$ cat src/rtl/tx_fifo_arbiter.sv
// tx_fifo_arbiter: round-robin packet arbiter that drains two FWFT
// sensor report FIFOs into one UART transmitter, one message per grant.
module tx_fifo_arbiter #(
   parameter logic [7:0] EOP_BYTE  = 8'h0A,
   parameter int         MAX_BURST = 16
) (
   input  logic       clk,
   input  logic       rst,
   input  logic       empty0,
   input  logic [7:0] data0,
   output logic       pop0,
   input  logic       empty1,
   input  logic [7:0] data1,
   output logic       pop1,
   input  logic       tx_busy,
   output logic       tx_start,
   output logic [7:0] tx_data,
   output logic [1:0] grant
);

   typedef enum logic [1:0] {
      IDLE,
      ISSUE,
      WAIT_ACK,
      WAIT_DONE
   } state_t;

   localparam logic [7:0] BURST_LIM = 8'(MAX_BURST);

   state_t     state;
   logic       last;
   logic       owner;
   logic [7:0] cnt;

   logic       any_req;
   logic       sel;
   logic [7:0] sel_data;
   logic       own_empty;
   logic [7:0] own_data;
   logic       release_now;

   // Ties go to the source that did not own the previous grant.
   always_comb begin
      any_req  = ~empty0 | ~empty1;
      sel      = ~empty1;
      if (~empty0 & ~empty1)
         sel = ~last;
      sel_data = sel ? data1 : data0;
      own_empty = owner ? empty1 : empty0;
      own_data  = owner ? data1 : data0;
      release_now = (tx_data == EOP_BYTE) ||
                    (cnt == BURST_LIM) ||
                    own_empty;
   end

   always_ff @(posedge clk or posedge rst) begin
      if (rst) begin
         state    <= IDLE;
         last     <= 1'b1;
         owner    <= 1'b0;
         cnt      <= 8'd0;
         pop0     <= 1'b0;
         pop1     <= 1'b0;
         tx_start <= 1'b0;
         tx_data  <= 8'h00;
         grant    <= 2'b00;
      end else begin
         tx_start <= 1'b0;
         pop0     <= 1'b0;
         pop1     <= 1'b0;
         unique case (state)
            IDLE: begin
               if (any_req) begin
                  owner    <= sel;
                  grant    <= sel ? 2'b10 : 2'b01;
                  tx_data  <= sel_data;
                  cnt      <= 8'd1;
                  tx_start <= 1'b1;
                  pop0     <= ~sel;
                  pop1     <= sel;
                  state    <= ISSUE;
               end
            end
            ISSUE: begin
               state <= WAIT_ACK;
            end
            WAIT_ACK: begin
               if (tx_busy)
                  state <= WAIT_DONE;
            end
            WAIT_DONE: begin
               if (!tx_busy) begin
                  if (release_now) begin
                     last  <= owner;
                     grant <= 2'b00;
                     cnt   <= 8'd0;
                     state <= IDLE;
                  end else begin
                     tx_data  <= own_data;
                     cnt      <= cnt + 8'd1;
                     tx_start <= 1'b1;
                     pop0     <= ~owner;
                     pop1     <= owner;
                     state    <= ISSUE;
                  end
               end
            end
            default: begin
               state <= IDLE;
            end
         endcase
      end
   end

endmodule

$ cat config.mk
export PLATFORM = sky130hd
export DESIGN_NAME = tx_fifo_arbiter
export DESIGN_NICKNAME = d
export VERILOG_FILES = /design/src/rtl/tx_fifo_arbiter.sv
export SDC_FILE = /design/constraint.sdc
export NUM_CORES = 1
export LEC_CHECK = 0
export CORE_UTILIZATION = 45
export CTS_CLUSTER_SIZE = 8
export DETAILED_ROUTE_END_ITERATION = 10
export MAX_ROUTING_LAYER = met4
export PLACE_DENSITY = 0.81
export SYNTH_ARGS = -nofsm -noshare
export SYNTH_HDL_FRONTEND = slang
export SYNTH_SLANG_ARGS = --single-unit
$ cat constraint.sdc
create_clock -name clk -period 2.1 [get_ports clk]
set_clock_uncertainty 0.2 [all_clocks]
set_input_delay 0.42 -clock clk [delete_from_list [all_inputs] [get_ports clk]]
set_output_delay 0.42 -clock clk [all_outputs]
set_load 0.02 [all_outputs]
# ---- Yosys cells after proc, flatten, opt, wreduce, memory -nomap -nowiden
# Index checks and enable logic that the tools add are counted.
dict set report totals {
  output_inout_bits 13
  input_bits 21
  ff_bits 25
  elab_cells 72
}
dict set report op_classes {
  mux 34
  eq_ne 10
  bitwise 8
  reduce_logical 10
  addsub 1
}
# operator count
set ops {}
lappend ops {{8-bit 2-to-1 mux} 8}
lappend ops {{8-bit case mux with 2 select lines} 2}
lappend ops {{2-bit 2-to-1 mux} 7}
lappend ops {{1-bit 2-to-1 mux} 12}
lappend ops {{2-bit != test (second input constant)} 5}
lappend ops {{3-bit AND reduction} 3}
lappend ops {{8-bit by 1-bit adder with 8-bit output (second input constant)} 1}
lappend ops {{8-bit by 4-bit equality test with 1-bit output (second input constant)} 1}
lappend ops {{8-bit by 5-bit equality test with 1-bit output (second input constant)} 1}
lappend ops {{2-bit case mux with 4 select lines} 1}
lappend ops {{4-bit AND reduction} 2}
lappend ops {{1-bit NOT} 6}
lappend ops {{1-bit case mux with 2 select lines} 3}
lappend ops {{2-bit equality test (second input constant)} 2}
lappend ops {{2-bit case mux with 2 select lines} 1}
lappend ops {{2-bit by 1-bit equality test with 1-bit output (second input constant)} 1}
lappend ops {{2-bit logical NOT} 1}
lappend ops {{1-bit logical OR} 2}
lappend ops {{2-bit AND reduction} 1}
lappend ops {{2-bit nonzero test} 1}
lappend ops {{1-bit bitwise AND} 1}
lappend ops {{1-bit OR} 1}

# ---- Longest topological paths before layout
# Gate-level depths: netlist (run 1).
dict set report logic_depth {
  word_depth 6
  mapped_depth 8
  ltp_nobuf 6
}

# ---- Least setup slack after synthesis (run 1)
# No wires, ideal clock.
dict set report synth_timing {
  path_type {register to register}
  startpoint {register state[0]}
  endpoint {register tx_data[0]}
  synth_period_minus_slack_ns 2.032
  arrival_time_ns 1.707
  setup_slack_ns 0.068
  path_stages_with_launch 8
  cell_sequence {dfrtp_1 inv_1 ha_1 buf_2 and3_1 a211oi_2 a21oi_4 mux2_4}
}
dict set report synth_between {
  elab_chain_len 3
  word_cells_on_any_way 8
}
# element line_no
set synth_rtl {}
lappend synth_rtl {{from (decl)} 30} ;# state_t state;
lappend synth_rtl {{from (signal assigned)} 58} ;# state <= IDLE;
lappend synth_rtl {{from (signal assigned)} 81} ;# state <= ISSUE;
lappend synth_rtl {{from (signal assigned)} 85} ;# state <= WAIT_ACK;
lappend synth_rtl {{2-bit equality test / 2-bit logical NOT (equally long branches)} 71} ;# unique case (state)
lappend synth_rtl {{2-bit != test (no line) / 2-bit nonzero test (equally long branches)} --}
lappend synth_rtl {{4-bit AND reduction (no line)} --}
lappend synth_rtl {{to (signal assigned)} 76} ;# tx_data <= sel_data;
lappend synth_rtl {{to (signal assigned)} 99} ;# tx_data <= own_data;
lappend synth_rtl {{to (decl)} 17} ;# output logic [7:0] tx_data,
# Parallel ways exist; a longest one is shown, timed or not.
# A chain may end at the register's enable or synchronous reset.

# ---- Worst setup path in the final report (run 1)
dict set report layout_timing {
  startpoint {input empty1}
  endpoint {register tx_data[5]}
}
dict set report layout_between {
  elab_chain_len 6
  word_cells_on_any_way 12
}
# element line_no
set layout_rtl {}
lappend layout_rtl {{from (decl)} 12} ;# input logic empty1,
lappend layout_rtl {{1-bit NOT} {44, 45, 46}}
lappend layout_rtl {{1-bit bitwise AND} 46} ;# if (~empty0 & ~empty1)
lappend layout_rtl {{1-bit 2-to-1 mux} 46}
lappend layout_rtl {{8-bit 2-to-1 mux} 48} ;# sel_data = sel ? data1 : data0;
lappend layout_rtl {{8-bit 2-to-1 mux} 73} ;# if (any_req) begin
lappend layout_rtl {{8-bit case mux with 2 select lines} 71}
# Parallel ways exist; a longest one is shown, timed or not. The select of a mux whose other input is x is not followed.

==> summary by stage, run 1 <==
Power and ir drop
Internal power comes to between 1.5 and 2 mW. The net switching fraction of the power is 0.400. VDD sags by at most approximately 0.85 mV. In this run the power density over the cells is 1400 mW/mm^2.

The share of total power dissipated in combinational logic is 0.647. The sequential power share is 0.281. The design draws 2.94 mW. The clock group share of total power is 0.072.

The switching component of the power is 1.18 mW. The static leakage is 0.882 nW.

Worst setup path
The arrival time at the worst endpoint is 2.08 ns. The total buffers and inverters traversed by the critical path is 2. The signal on the critical path passes through clkdlybuf4s50_1, o31ai_4, buf_12, mux2_2, mux2_4.

The largest stage delay on the critical path is between 0.5 and 0.6 ns. The maximum fanout count along the critical path is 8. In this run the critical register-to-register path is captured at tx_data[5].

The critical path in this run is classified as in -> reg. The critical path required time is 2.11 ns. The library cell contributing the largest single delay on the critical path is clkdlybuf4s50_1.

The setup slack of the worst register-to-register path is 0.05 ns. The number of cells on the worst reg-to-reg path is 7. The worst setup path is launched from a primary input.

The worst reg2reg path startpoint is state[0]. The family with the most delay on the worst path is buffers and inverters. The type of destination of the critical path is a flip-flop.

Cells and area
The proportion of layout cells with a drive suffix above 1 is 0.299. Excluding fillers, the count of instances in the completed layout stands at 238. The antenna cell count is 0.

The post-layout net count is 221. The area growth from synthesis to layout is 36.9%. The end-of-flow core utilization is 0.665.

Detailed routing
Dividing the detail-routed wire length by the instance count gives 14.7 um. After detailed routing, the number of vias per cell comes to 5.54. The vias after detailed routing is about 1300. The number of DRC markers after the initial detailed-route iteration is 23.

The number of DRC violations after detailed routing is 0. The routed wire length is between 3000 and 4000 um. For this run, the detailed router's first-pass iteration total came to 4. The number of routed nets with antenna violations is 0.

Global routing
The wire length of the first global-routing pass is 5870 um. The sum of overflow across all layers after global routing is 0. The via count of the first global-routing pass is 1304.

The initial antenna violation count was 0. Entering global routing, the biggest net connects 26 pins. The aggregate global-route resource usage is 0.225.

Clocking
In this run, CTS created clock tree buffers numbering 3. The root cell of the clock tree is clkbuf_4. TritonCTS built the clock tree. For this design, the CTS-stage hold fixing added 0 buffers. The clock passes through at most 2 buffers. The total number of H-tree levels is 1. The clock latency of the later-clocked register in the worst-skew pair is 0.31 ns.

The post-CTS clock slew at the launch and capture registers of the worst setup and hold paths is 0.13 ns. The tree built by TritonCTS fans out to 25 sinks.

Yosys
The per-instance average area after synthesis is 10.9 sq um. The distinct cell type count of the synthesized netlist is 44. The synthesized netlist cell count is 141.

The post-synthesis sequential element count is 25. The cell area that synthesis handed to floorplanning was ~0.0015 sq mm. The sequential cell area fraction in the yosys report is 0.409. The synthesis warning total is 0.

The number of nets in the synthesized netlist is 167.

Floorplan
From bottom edge to top edge, the die measures 60.4 um. The die width is ~60 um. In this run the core area contains 20 standard-cell rows. The die area is 0.00364 sq mm. The floorplan step defined a core boundary enclosing 0.00315 sq mm. During I/O placement, the number of pins put on the boundary was 34. The starting density of the core is 0.486.

Timing
In the finished design, the share of the clock period the worst path needs comes to 0.984. Timing would allow up to 0.484 GHz. The smallest hold slack is 0.243 ns. Setup violations remaining at the end of the flow were counted as 0. The clock period could shrink to 2.07 ns.

Setup repair after global routing could not meet its margin everywhere. The number of max-slew violations in the final report was 0. Headroom to the max-slew limit came out at 0.777. The final-report hold violation count is 0. For the pin with the worst max-slew slack, the measured transition is 0.331 ns.

Place
The half-perimeter wire length after placement is 2720 um. The number of placed cells counting well taps is 232. At the end of routability-driven placement, the weighted congestion stood at slightly above 0.9. The number of buffer cells added on primary ports is 33.

Run status
The flow ran to the end, and the final reports show no timing, DRC or antenna violations.

Worst hold path
The class of the tightest hold or removal check is in -> async.

Flow run
The count of max-cap constraint violations is 0.
[synthesized netlist by cell type]
| library cell | number | area [sq um] |
|---|---|---|
| o311ai_1 | 2 | 17.5 |
| a2bb2oi_1 | 2 | 17.5 |
| dfstp_2 | 1 | 26.3 |
| a21oi_4 | 1 | 16.3 |
| nor2b_1 | 1 | 6.26 |
| o311ai_2 | 1 | 16.3 |
| a31oi_1 | 2 | 12.5 |
| nand3_4 | 1 | 17.5 |
| nand4_1 | 4 | 25.0 |
| and4bb_2 | 1 | 12.5 |
| or2_2 | 1 | 6.26 |
| buf_6 | 1 | 11.3 |
| a311oi_1 | 1 | 8.76 |
| o22ai_1 | 5 | 31.3 |
| nand2b_1 | 3 | 18.8 |
| o31ai_4 | 1 | 21.3 |
| a32oi_1 | 1 | 8.76 |
| dfrtp_1 | 24 | 601 |
| mux2_1 | 1 | 11.3 |
| o2bb2ai_1 | 1 | 8.76 |
| nor3_1 | 1 | 5.00 |
| mux2_2 | 9 | 101 |
| buf_1 | 1 | 3.75 |
| buf_2 | 1 | 5.00 |
| nand3_1 | 4 | 20.0 |
| nor3_2 | 1 | 10.0 |
| nor4_1 | 1 | 6.26 |
| a32o_1 | 1 | 10.0 |
| and3_1 | 2 | 12.5 |
| mux2_4 | 9 | 135 |
| a21oi_2 | 3 | 26.3 |
| or3_1 | 2 | 12.5 |
| a21oi_1 | 8 | 40.0 |
| and4_1 | 1 | 8.76 |
| nor4b_2 | 2 | 30.0 |
| o21ai_1 | 1 | 5.00 |
| nand3b_1 | 1 | 7.51 |
| inv_2 | 1 | 3.75 |
| nand2_1 | 14 | 52.6 |
| inv_1 | 12 | 45.0 |
| a211oi_2 | 1 | 12.5 |
| o21ai_0 | 3 | 15.0 |
| nor2_1 | 2 | 7.51 |
| ha_1 | 5 | 62.6 |
[area by class of cell]
| type | instances | area (sq um) |
|---|---|---|
| Sequential cell | 25 | 627 |
| Timing Repair Buffer | 52 | 497 |
| Inverter | 13 | 48.8 |
| Clock buffer | 4 | 26.3 |
| Fill cell | 256 | 1050 |
| Multi-Input combinational cell | 100 | 845 |
| Tap cell | 44 | 55.1 |
[per-layer routing]
layer  vias up  GRT usage  part of all wire
met5         -          -                 0
met4         0     0.0498            0.0083
met3         5     0.0235             0.053
met2        44      0.399              0.50
met1       641      0.275              0.44
li1        628          -                 -
[state kept, by name, indices dropped and copies added, names as in the netlist]
register	flops
cnt	8
grant	2
last	1
owner	1
pop0	1
pop1	1
state	2
tx_data	8
tx_start	1
[cell families (layout without fill, tap and decap cells)]
| family | Yosys count | in the layout | share of synthesized area |
|---|---|---|---|
| muxes | 19 | 19 | 0.162 |
| adders and majority gates | 5 | 5 | 0.0408 |
| DFF | 25 | 25 | 0.409 |
| and+or+nand+nor | 42 | 42 | 0.169 |
| AOI/OAI and AO/OA | 34 | 34 | 0.175 |
| buffers and inverters | 16 | 69 | 0.0449 |
[per-stage QoR]
| stage | worst slack (ns) | TNS [ns] | instance area, sq um |
|---|---|---|---|
| floorplan | 0.0679 | 0 | 1530 |
| global placement | -0.285 | -5.10 | 2040 |
| detailed placement | -0.342 | -5.92 | 2040 |
| CTS | 0.00481 | 0 | 2090 |
| global route | -0.0195 | -0.0554 | 2100 |
| finish | 0.0346 | 0 | 2100 |
[worst reg2reg max path: cells and delay by family, from the launching register on]
family                     cells  cell delay (ns)
DFF                            1             0.41
AOI/OAI and AO/OA              2             0.37
muxes                          1             0.30
buffers and inverters          2             0.24
adders and majority gates      1             0.23
and+or+nand+nor                1             0.20
[worst max path at each step]
| stage | start | end | slack (ns) | cells after the start |
|---|---|---|---|---|
| final | empty1 | tx_data[5] | 0.03 | 5 |
| after global routing | state[0] | tx_data[5] | -0.02 | 7 |
| after CTS | state[0] | tx_data[5] | 0.005 | 5 |
| after detailed placement | empty0 | tx_data[5] | -0.34 | 6 |
| after global placement | empty0 | tx_data[6] | -0.29 | 6 |
| after floorplan | state[0] | tx_data[0] | 0.07 | 7 |
[repair_timing]
action,CTS,global route
endpoints found under the setup margin,8,14
resized for setup,2,2
pin swaps,1,1
setup buffers,2,0
gates cloned,0,0
[power by group through the flow]
stage / logic [mW] / registers [mW] / clock network (mW)
5_1_grt: 2.06 / 0.850 / 0.245
3_5_place_dp: 1.83 / 0.834 / 0
4_1_cts: 1.89 / 0.823 / 0.219
2_1_floorplan: 0.990 / 0.942 / 0
3_3_place_gp: 1.77 / 0.819 / 0
6_report: 1.90 / 0.827 / 0.211
[cells in the final DEF (no fill, tap or decap), types with 2 or more instances in the layout]
master / synthesis / layout
mux2_2: 9 / 9
nand3_1: 4 / 4
buf_4: 0 / 17
and3_1: 2 / 2
nand2b_1: 3 / 3
a2bb2oi_1: 2 / 2
o22ai_1: 5 / 5
ha_1: 5 / 3
or3_1: 2 / 2
nor4b_2: 2 / 2
clkbuf_4: 0 / 3
buf_12: 0 / 2
a31oi_1: 2 / 2
ha_2: 0 / 2
o21ai_0: 3 / 3
mux2_4: 9 / 9
nand4_1: 4 / 4
inv_1: 12 / 12
nand2_1: 14 / 14
dfrtp_1: 24 / 24
a21oi_2: 3 / 3
o311ai_1: 2 / 2
clkdlybuf4s50_1: 0 / 32
a21oi_1: 8 / 8
Power figures use the tool's default switching activity.
==> run 2, diff against run 1 <==
CORE_MARGIN = 4   (was default)
==> run 2 against run 1 <==
Effect of this change: highest routed layer unchanged; critical path depth up 2; routed wire length up 6.9%; the run now ends with setup timing left; clock-buffer cell count unchanged.
==> summary by stage, run 2 (synthesis results as in run 1) <==
Place
The half-perimeter wire length after placement is 2940 um (+7.7%). The setup slack after placement is -0.341 ns (+0.00101 ns). The number of buffer cells added on primary ports is 33 (unchanged). The global placement routability congestion is 0.883 (-3.2%).

Power and ir drop
The largest voltage drop on the vdd net is 0.818 mV (-3.5%). The power density over the cells was 1410 mW/mm^2 (+0.53%). The static leakage was 0.893 nW (+1.3%).

Cells and area
The proportion of layout cells with a drive suffix above 1 came to 0.303 (+0.00360). The post-layout net count was 222 (+0.45%). Leaving out fill and tap cells, the most frequent cell in the layout is clkdlybuf4s50_1. The count of fill cells added during filler insertion is 250 (-2.3%). The antenna cell count is 0 (unchanged). From synthesis to final layout, the design area changed by 39.5%. In the final layout, the registers with the most flip-flops are cnt: 8 flops, tx_data: 8 flops. In the layout the commonest cells are clkdlybuf4s50_1 (33), dfrtp_1 (24), buf_4 (18), nand2_1 (14), inv_1 (12).

Floorplan
The die area is 0.00440 sq mm (+21%). The placement row count is 20 (unchanged). The die width was 66.4 um (+9.9%).

The starting density of the core is 0.486 (unchanged). The y dimension of the die is 66.4 um (+9.9%). The number of top-level design ports is 34 (unchanged). The placeable core region is 0.00315 sq mm (unchanged).

Detailed routing
The detailed-route vias per instance is 5.56 (+0.41%). The number of routed nets with antenna violations was 0 (unchanged). The detailed-routing iteration count for the pre-antenna-repair pass is 4 (unchanged). The vias after detailed routing came to 1329 (+0.83%). The number of DRC violations after detailed routing is 0 (unchanged). The routed wire length is 3730 um (+6.9%). The final routed wire length divided by cell count came to 15.6 um (+6.4%).

The number of DRC markers after the initial detailed-route iteration is 73 (+220%).

Clocking
The total number of H-tree levels is 1 (unchanged). The buffer depth of the longest clock path came to 2 (unchanged). The post-CTS clock slew at the launch and capture registers of the worst setup and hold paths is 0.13 ns (about the same). The hold buffer count at cts came to 0 (unchanged). The number of CTS-inserted buffers was 3 (unchanged). The clock latency of the later-clocked register in the worst-skew pair is 0.31 ns (about the same). The clock tree from TritonCTS is yes.

The root cell of the clock tree is clkbuf_4. The total number of clock tree sinks came to 25 (unchanged).

Run status
The flow ran to the end, but the final reports show violations. The final reports fail on setup timing.

Global routing
The via count of the first global-routing pass is 1393 (+6.8%). The sum of overflow across all layers after global routing is 0 (unchanged). The wire length of the first global-routing pass is 6030 um (+2.8%). The pin count of the biggest net entering global routing is 26 (unchanged). The aggregate global-route resource usage is 0.180 (-0.0449). The initial antenna violation count is 0 (unchanged).

Timing
The highest achievable clock rate came to 0.473 GHz (-2.2%). The tightest slew margin relative to the limit is 0.698 (-0.0795). The minimum clock period after layout is 2.11 ns (+0.0467 ns). The slew at the pin closest to its max-slew limit is 0.452 ns (+0.121 ns). The final-report hold violation count is 0 (unchanged).

The smallest hold slack is 0.239 ns (-0.00311 ns). Setup repair after global routing could not meet its margin everywhere. The setup violation total in the final timing report came to 8 (+8). The total negative setup slack is -0.0373 ns (-0.0373 ns). The fraction of the cycle the final worst path needs is 1.01 (+0.0223). The final worst-path setup slack is -0.0121 ns (-0.0467 ns).

The number of max-slew violations in the final report was 0 (unchanged).

Worst setup path
The arrival time at the worst endpoint was 2.12 ns (+0.04 ns). The critical path required time is 2.11 ns (about the same). The largest stage delay on the critical path is 0.50 ns (-0.04 ns). The maximum fanout count along the critical path is 8 (unchanged). STA classifies the critical path startpoint as a primary input. The total buffers and inverters traversed by the critical path is 3 (+1). The type of the worst setup path is in -> reg. The type of destination of the critical path is a flip-flop. The kind of cell with the highest combined delay along the critical path is buffers and inverters. Walking the worst path, the cells encountered are clkdlybuf4s50_1, buf_4, mux2_4, a21oi_4, a21oi_4, buf_12, mux2_4.

For this design, the slowest cell found on the critical path is clkdlybuf4s50_1.

Flow run
The count of max-cap constraint violations came to 0 (unchanged).

Worst hold path
The path class of the tightest hold or removal check is in -> async.
==> run 2: power breakdown <==
part / internal, mW / switching (mW) / leakage [nW]
Sequential: 0.667 / 0.165 / 0.313
Clock: 0.0742 / 0.138 / 0.0150
Combinational: 1.06 / 0.912 / 0.565
==> run 2: worst paths after layout <==
check                         start    endpoint  slack [ns]  cells after the start
max                          empty0  tx_data[6]       -0.01                      7
min                             rst  tx_data[1]        0.24                      3
max reg2reg                state[0]  tx_data[6]        0.06                      7
min reg2reg                grant[1]    grant[1]        0.36                      2
max in group asynchronous       rst        last        1.18                      3
min in group clk           grant[1]    grant[1]        0.36                      2
==> run 2: final cells by class <==
cell class              instances  area (sq um)  area share
well taps                      44          55.1      0.0257
inverters                      13          48.8      0.0228
multi-input cells             100           876       0.410
repair buffers                 53           505       0.236
clock buffers                   4          26.3      0.0123
flip-flops and latches         25           627       0.293
==> run 2: repair_timing <==
action                     CTS  global route
setup endpoints to repair    1            13
setup buffers                0             1
pin swaps                    1             1
gates resized for setup      0             7
==> run 2: through the flow <==
stage	total power, mW	util	cells	cell area (sq um)
after global placement	2.62	0.651	234	2050
after global routing	3.22	0.678	239	2140
after floorplan	1.93	-	141	1530
after detailed placement	2.69	0.651	234	2050
after CTS	2.92	0.660	238	2080
final	3.01	0.678	239	2140
==> run 2: worst reg2reg max path: cells and delay by family (launching register included) <==
kind                     cells  cell delay [ns]
adder cells (fa/ha/maj)      1             0.23
multiplexers                 1             0.30
AO/OA/AOI/OAI                2             0.34
AND/OR/NAND/NOR              1             0.22
buffers and inverters        2             0.24
flip-flops                   1             0.41
==> run 2: metal layers <==
| metal | vias up | wire length [um] | global-route usage |
|---|---|---|---|
| li1 | 632 | - | - |
| met1 | 650 | 1550 | 0.199 |
| met2 | 42 | 1880 | 0.321 |
| met3 | 5 | 257 | 0.0374 |
| met4 | 0 | 38 | 0.0584 |
| met5 | - | 0 | - |
